--- config.mk ---
export PLATFORM = sky130hd
export DESIGN_NAME = sram_stage_sequencer
export DESIGN_NICKNAME = d
export VERILOG_FILES = /design/src/rtl/sram_stage_sequencer.sv
export SDC_FILE = /design/constraint.sdc
export NUM_CORES = 1
export LEC_CHECK = 0
export CAP_MARGIN = 10
export CORE_MARGIN = 3
export CORE_UTILIZATION = 30
export DETAILED_ROUTE_END_ITERATION = 8
export PLACE_DENSITY_LB_ADDON = 0.2
export SLEW_MARGIN = 10
export SYNTH_ARGS = -nofsm -noshare
export SYNTH_HDL_FRONTEND = slang
export SYNTH_SLANG_ARGS = --single-unit
--- constraint.sdc ---
create_clock -name CLOCK_50_I -period 6.6 [get_ports CLOCK_50_I]
set_input_delay 1.65 -clock CLOCK_50_I [delete_from_list [all_inputs] [get_ports CLOCK_50_I]]
set_output_delay 1.65 -clock CLOCK_50_I [all_outputs]
set_load 0.05 [all_outputs]
--- src/rtl/sram_stage_sequencer.sv ---
// SRAM ownership sequencer: UART upload, then a chain of processing stages,
// then the SRAM goes back to the VGA reader. Also muxes the SRAM bus to the owner.
module sram_stage_sequencer #(
    parameter int NUM_STAGES     = 3,
    parameter int ADDR_W         = 18,
    parameter int DATA_W         = 16,
    parameter int TIMEOUT_CYCLES = 50000000,
    parameter int TIMER_W        = 26
) (
    input  logic                         CLOCK_50_I,
    input  logic                         resetn,
    input  logic                         UART_RX_I,
    input  logic [ADDR_W-1:0]            uart_address,
    input  logic [DATA_W-1:0]            uart_write_data,
    input  logic                         uart_we_n,
    output logic                         uart_initialize,
    output logic                         uart_enable,
    input  logic [ADDR_W-1:0]            vga_address,
    output logic                         vga_enable,
    input  logic [NUM_STAGES-1:0]        stage_enable_mask,
    input  logic                         rerun,
    output logic [NUM_STAGES-1:0]        stage_start,
    input  logic [NUM_STAGES-1:0]        stage_finish,
    input  logic [NUM_STAGES*ADDR_W-1:0] stage_address,
    input  logic [NUM_STAGES*DATA_W-1:0] stage_write_data,
    input  logic [NUM_STAGES-1:0]        stage_we_n,
    output logic [ADDR_W-1:0]            sram_address,
    output logic [DATA_W-1:0]            sram_write_data,
    output logic                         sram_we_n,
    output logic [3:0]                   current_stage,
    output logic                         pipeline_done
);

    typedef enum logic [1:0] {S_IDLE, S_UART_RX, S_SELECT, S_RUN} state_t;

    localparam logic [TIMER_W-1:0] TIMER_LAST = TIMER_W'(TIMEOUT_CYCLES - 1);
    localparam logic [3:0]         LAST_STAGE = 4'(NUM_STAGES - 1);

    state_t                  state_q, state_d;
    logic [TIMER_W-1:0]      timer_q, timer_d;
    logic [3:0]              current_stage_q, current_stage_d;
    logic                    pipeline_done_q, pipeline_done_d;
    logic                    vga_enable_q, vga_enable_d;
    logic                    uart_initialize_q, uart_initialize_d;
    logic                    uart_enable_q, uart_enable_d;
    logic [NUM_STAGES-1:0]   stage_start_q, stage_start_d;

    logic [ADDR_W-1:0]       stage_addr_arr [NUM_STAGES];
    logic [DATA_W-1:0]       stage_data_arr [NUM_STAGES];
    logic [NUM_STAGES-1:0]   stage_sel_onehot;

    logic [ADDR_W-1:0]       sel_addr;
    logic [DATA_W-1:0]       sel_data;
    logic                    sel_we_n;
    logic                    sel_mask;
    logic                    sel_finish;
    logic                    last_stage;

    // Unpack the per-stage buses and decode the current stage index to one-hot
    genvar gi;
    generate
        for (gi = 0; gi < NUM_STAGES; gi++) begin : g_unpack
            assign stage_addr_arr[gi]   = stage_address[gi*ADDR_W +: ADDR_W];
            assign stage_data_arr[gi]   = stage_write_data[gi*DATA_W +: DATA_W];
            assign stage_sel_onehot[gi] = (current_stage_q == 4'(gi));
        end
    endgenerate

    assign last_stage = (current_stage_q == LAST_STAGE);

    // Pick the signals of the currently selected stage
    always_comb begin
        sel_addr   = '0;
        sel_data   = '0;
        sel_we_n   = 1'b1;
        sel_mask   = 1'b0;
        sel_finish = 1'b0;
        for (int i = 0; i < NUM_STAGES; i++) begin
            if (stage_sel_onehot[i]) begin
                sel_addr   = stage_addr_arr[i];
                sel_data   = stage_data_arr[i];
                sel_we_n   = stage_we_n[i];
                sel_mask   = stage_enable_mask[i];
                sel_finish = stage_finish[i];
            end
        end
    end

    // Next-state and next-output computation for the ownership FSM
    always_comb begin
        state_d           = state_q;
        timer_d           = timer_q;
        current_stage_d   = current_stage_q;
        pipeline_done_d   = pipeline_done_q;
        stage_start_d     = stage_start_q;
        uart_initialize_d = 1'b0;
        uart_enable_d     = uart_initialize_q;

        case (state_q)
            S_IDLE: begin
                if (!UART_RX_I && !pipeline_done_q) begin
                    uart_initialize_d = 1'b1;
                    timer_d           = '0;
                    state_d           = S_UART_RX;
                end else if (rerun && pipeline_done_q) begin
                    pipeline_done_d = 1'b0;
                    current_stage_d = '0;
                    state_d         = S_SELECT;
                end
            end
            S_UART_RX: begin
                // Timeout wins over a write in the same cycle: the compare value always ends the upload
                if (timer_q == TIMER_LAST) begin
                    timer_d         = '0;
                    current_stage_d = '0;
                    state_d         = S_SELECT;
                end else if (!uart_we_n) begin
                    timer_d = '0;
                end else begin
                    timer_d = timer_q + 1'b1;
                end
            end
            S_SELECT: begin
                if (sel_mask) begin
                    stage_start_d = stage_sel_onehot;
                    state_d       = S_RUN;
                end else if (last_stage) begin
                    pipeline_done_d = 1'b1;
                    state_d         = S_IDLE;
                end else begin
                    current_stage_d = current_stage_q + 4'd1;
                end
            end
            S_RUN: begin
                // Going through S_SELECT guarantees a low cycle on stage_start between stages
                if (sel_finish) begin
                    stage_start_d = '0;
                    if (last_stage) begin
                        pipeline_done_d = 1'b1;
                        state_d         = S_IDLE;
                    end else begin
                        current_stage_d = current_stage_q + 4'd1;
                        state_d         = S_SELECT;
                    end
                end
            end
            default: state_d = S_IDLE;
        endcase

        vga_enable_d = (state_d == S_IDLE);
    end

    // State and registered outputs, synchronous active-low reset
    always_ff @(posedge CLOCK_50_I) begin
        if (!resetn) begin
            state_q           <= S_IDLE;
            timer_q           <= '0;
            current_stage_q   <= '0;
            pipeline_done_q   <= 1'b0;
            vga_enable_q      <= 1'b1;
            uart_initialize_q <= 1'b0;
            uart_enable_q     <= 1'b0;
            stage_start_q     <= '0;
        end else begin
            state_q           <= state_d;
            timer_q           <= timer_d;
            current_stage_q   <= current_stage_d;
            pipeline_done_q   <= pipeline_done_d;
            vga_enable_q      <= vga_enable_d;
            uart_initialize_q <= uart_initialize_d;
            uart_enable_q     <= uart_enable_d;
            stage_start_q     <= stage_start_d;
        end
    end

    // SRAM bus follows whoever owns the memory in the current state
    always_comb begin
        sram_address    = vga_address;
        sram_write_data = '0;
        sram_we_n       = 1'b1;
        case (state_q)
            S_UART_RX: begin
                sram_address    = uart_address;
                sram_write_data = uart_write_data;
                sram_we_n       = uart_we_n;
            end
            S_SELECT: begin
                sram_address    = sel_addr;
                sram_write_data = sel_data;
                sram_we_n       = 1'b1;
            end
            S_RUN: begin
                sram_address    = sel_addr;
                sram_write_data = sel_data;
                sram_we_n       = sel_we_n;
            end
            default: ;
        endcase
    end

    assign uart_initialize = uart_initialize_q;
    assign uart_enable     = uart_enable_q;
    assign vga_enable      = vga_enable_q;
    assign stage_start     = stage_start_q;
    assign current_stage   = current_stage_q;
    assign pipeline_done   = pipeline_done_q;

endmodule

==> results.toml <==
[drt]
wire_per_inst_um = 18.7
dr.first_iter.drc_count = 348
wirelength_um = 13700
vias = 3932
firstDrtPassIters = 4
dr.max_layer_used = "met4"
avgViaCountPerCell = 5.39
dr_wl_met3_um = 1140
met2_length_um = 6740
ant_nets = 0
m1WireLength_um = 5670
post-route-drc-count = 0

[job]
maxCapViolCount = 0

[grt]
grt_usage_pct = 20.8
grt_pass1_wl_um = 19700
grt_max_degree = 54
antenna_found_initial = 0
grt_pass1_vias = 3651
grt-ovfl-total = 0

[pwr]
ir_drop_mv = 0.193
sw_frac_of_total_pct = 40.6
power_density_nw_per_um2 = 165
power_frac_seq_pct = 27.1
internal_power_w = 0.000538
p_leak_nw = 1.87
combPwrFrac_pct = 56.0
pwr-share-clk_pct = 16.9
p_sw_w = 0.000367

[worst_setup_path]
critPathKind = "in2out"
critPathMaxFanout = 1
startpoint_type = "input pin"
cp.arrival_ns = 3.54
crit_required_ns = 4.95
end_kind = "output pin"

[yosys]
synthCells = 403
async_flop_share_pct = 0
synth-main-ff-cell = "dfxtp_1"
syn_nets = 576
synth_area_um2 = 3200
ys_types = 58
seq_area_frac_synth_pct = 24.4
ys_ff_latch = 39
synth-edff-count = 0
synth_area_per_cell_um2 = 7.94
ys_warn_count = 0

[sta]
fmaxAchievable_ghz = 0.193
finalSetupViolations = 0
finalSetupTns_ns = 0
fin_crit_ns = 5.19
holdWs_ns = 0.500
fin_ws_ns = 1.41
maxSlewHeadroom_pct = 25.5
finalClockSkew_ns = 0.00668
hold_viol = 0
drv_slew = 0
min_period_over_period_pct = 78.6
rsz0062_at_grt = "false"
tightestPinTransition_ns = 1.11

[layout]
finalNetCount = 766
design_area_um2 = 5490
nFillCells = 963
final_util_pct = 52.9
antennaDiodeCount = 0
drive_gt1_share_pct = 4.55
area_growth_pct = 71.4

[clock_tree]
cts_buffers = 5
clk_latency_ns = 0.28
clock_sinks = 39
root_buffer = "clkbuf_8"
path_clk_slew_ns = 0.07
post_cts_resize_count = 0
hold_buffers = 0
h-tree-depth = 2
postCtsSetupBuffers = 0
cts_tree = "yes"
clk_path_buf_depth = 2

[floorplan]
die-area_um2 = 11900
rows = 37
coreArea_um2 = 10400
io_pins = 214
start_util_pct = 30.9
die-width_um = 109
die_h_um = 109

[outcome]
status = "finished clean"

[placed_design]
io_buffers = 213
dp_hpwl_um = 10400
globalplace.congestion = 0.807
placed_area_um2 = 5410
dp_slack_ns = 1.39

[hold_path]
min_path_type = "reg2reg"
==> cells in the final DEF, fill, tap and decap left out, drive strengths merged, types with 2 or more instances in the layout <==
cell,synthesis,routed
nor3b,2,2
nor3,7,7
o21ai,24,24
nor4,11,11
ha,5,5
clkdlybuf4s50,0,213
a221oi,18,18
o31a,2,2
nor2,53,53
clkbuf,24,7
o31ai,17,17
o211ai,20,20
inv,13,13
nand3b,3,3
nand4,4,4
a2bb2oi,3,3
xor2,5,5
a221o,18,18
nand3,12,12
a31oi,2,2
mux2i,20,20
and3,2,2
a21oi,4,4
dfxtp,39,39
nand4b,2,2
a2111oi,2,2
and4,4,4
and2,3,3
xnor2,17,17
buf,11,5
nand2,34,34
nor4b,4,4
==> cell usage after synthesis (all sizes together), types with 3 or more instances <==
| cell type | instances | area [um2] |
|---|---|---|
| a21oi | 4 | 20.0 |
| a221o | 18 | 180 |
| a221oi | 18 | 164 |
| a2bb2oi | 3 | 26.3 |
| and2 | 3 | 18.8 |
| and4 | 4 | 35.0 |
| buf | 11 | 58.8 |
| clkbuf | 24 | 90.1 |
| dfxtp | 39 | 781 |
| ha | 5 | 62.6 |
| inv | 13 | 48.8 |
| mux2i | 20 | 200 |
| nand2 | 34 | 128 |
| nand3 | 12 | 60.1 |
| nand3b | 3 | 22.5 |
| nand4 | 4 | 31.3 |
| nor2 | 53 | 199 |
| nor3 | 7 | 35.0 |
| nor4 | 11 | 68.8 |
| nor4b | 4 | 50.1 |
| o211ai | 20 | 164 |
| o21ai | 24 | 120 |
| o31ai | 17 | 141 |
| xnor2 | 17 | 149 |
| xor2 | 5 | 43.8 |
==> cell families (layout without fill, tap and decap cells) <==
family | count (synthesis) | in the layout | synth area share, %
and+or+nand+nor | 147 | 147 | 23.5
buffers and inverters | 48 | 239 | 6.18
muxes | 20 | 20 | 6.25
adders and majority gates | 5 | 5 | 1.95
DFF | 39 | 39 | 24.4
AOI/OAI and AO/OA | 122 | 122 | 31.7
xor gates and xnor gates | 22 | 22 | 6.02
==> worst max-delay path, cell delays in order <==
cell	delay, ns
clkdlybuf4s50_1	0.46
inv_1	0.04
a221oi_1	0.28
a211o_1	0.14
o21ai_0	0.08
nand2_1	0.09
clkdlybuf4s50_1	0.80
==> per-layer routing <==
| metal | track usage [%] | up-vias |
|---|---|---|
| met3 | 5.81 | 8 |
| met4 | 3.29 | 0 |
| met1 | 26.3 | 1865 |
| met5 | 0 | - |
| met2 | 36.0 | 148 |
| li1 | - | 1911 |
==> power by group through the flow <==
stage | clock network [W] | logic (W) | registers (W)
after global placement | 0 | 0.000502 | 0.000250
after CTS | 0.000157 | 0.000508 | 0.000245
final | 0.000153 | 0.000507 | 0.000245
after detailed placement | 0 | 0.000507 | 0.000251
after global routing | 0.000167 | 0.000537 | 0.000246
after floorplan | 0 | 0.000288 | 0.000259
==> flip-flops by register name, indices dropped and copies added (netlist names) <==
name / flops
pipeline_done: 1
current_stage: 4
uart_initialize: 1
timer_q: 26
vga_enable: 1
state_q: 2
stage_start: 3
uart_enable: 1
==> area by class of cell <==
| type | count | area, um2 | share of cell area, % |
|---|---|---|---|
| tap | 136 | 170 | 3.10 |
| multi-input combinational | 316 | 2230 | 40.7 |
| timing repair buffer | 218 | 2170 | 39.5 |
| inverter | 13 | 48.8 | 0.889 |
| clock buffer | 7 | 76.3 | 1.39 |
| sequential | 39 | 782 | 14.3 |
| clock inverter | 1 | 5.00 | 0.0912 |
==> final timing paths <==
kind / start / end / slack [ns] / depth (start not counted)
worst max-delay path: stage_we_n[1] / sram_we_n / 1.41 / 7
worst min-delay path: stage_start[2] / stage_start[2] / 0.50 / 2
worst max register to register: current_stage[0] / pipeline_done / 3.99 / 7
worst min register to register: stage_start[2] / stage_start[2] / 0.50 / 2
==> stage by stage <==
stage / instances / power (W)
floorplan: 403 / 0.000547
global placement: 722 / 0.000752
detailed placement: 722 / 0.000757
CTS: 730 / 0.000910
global route: 730 / 0.000949
finish: 730 / 0.000905
Power figures use the tool's default switching activity.
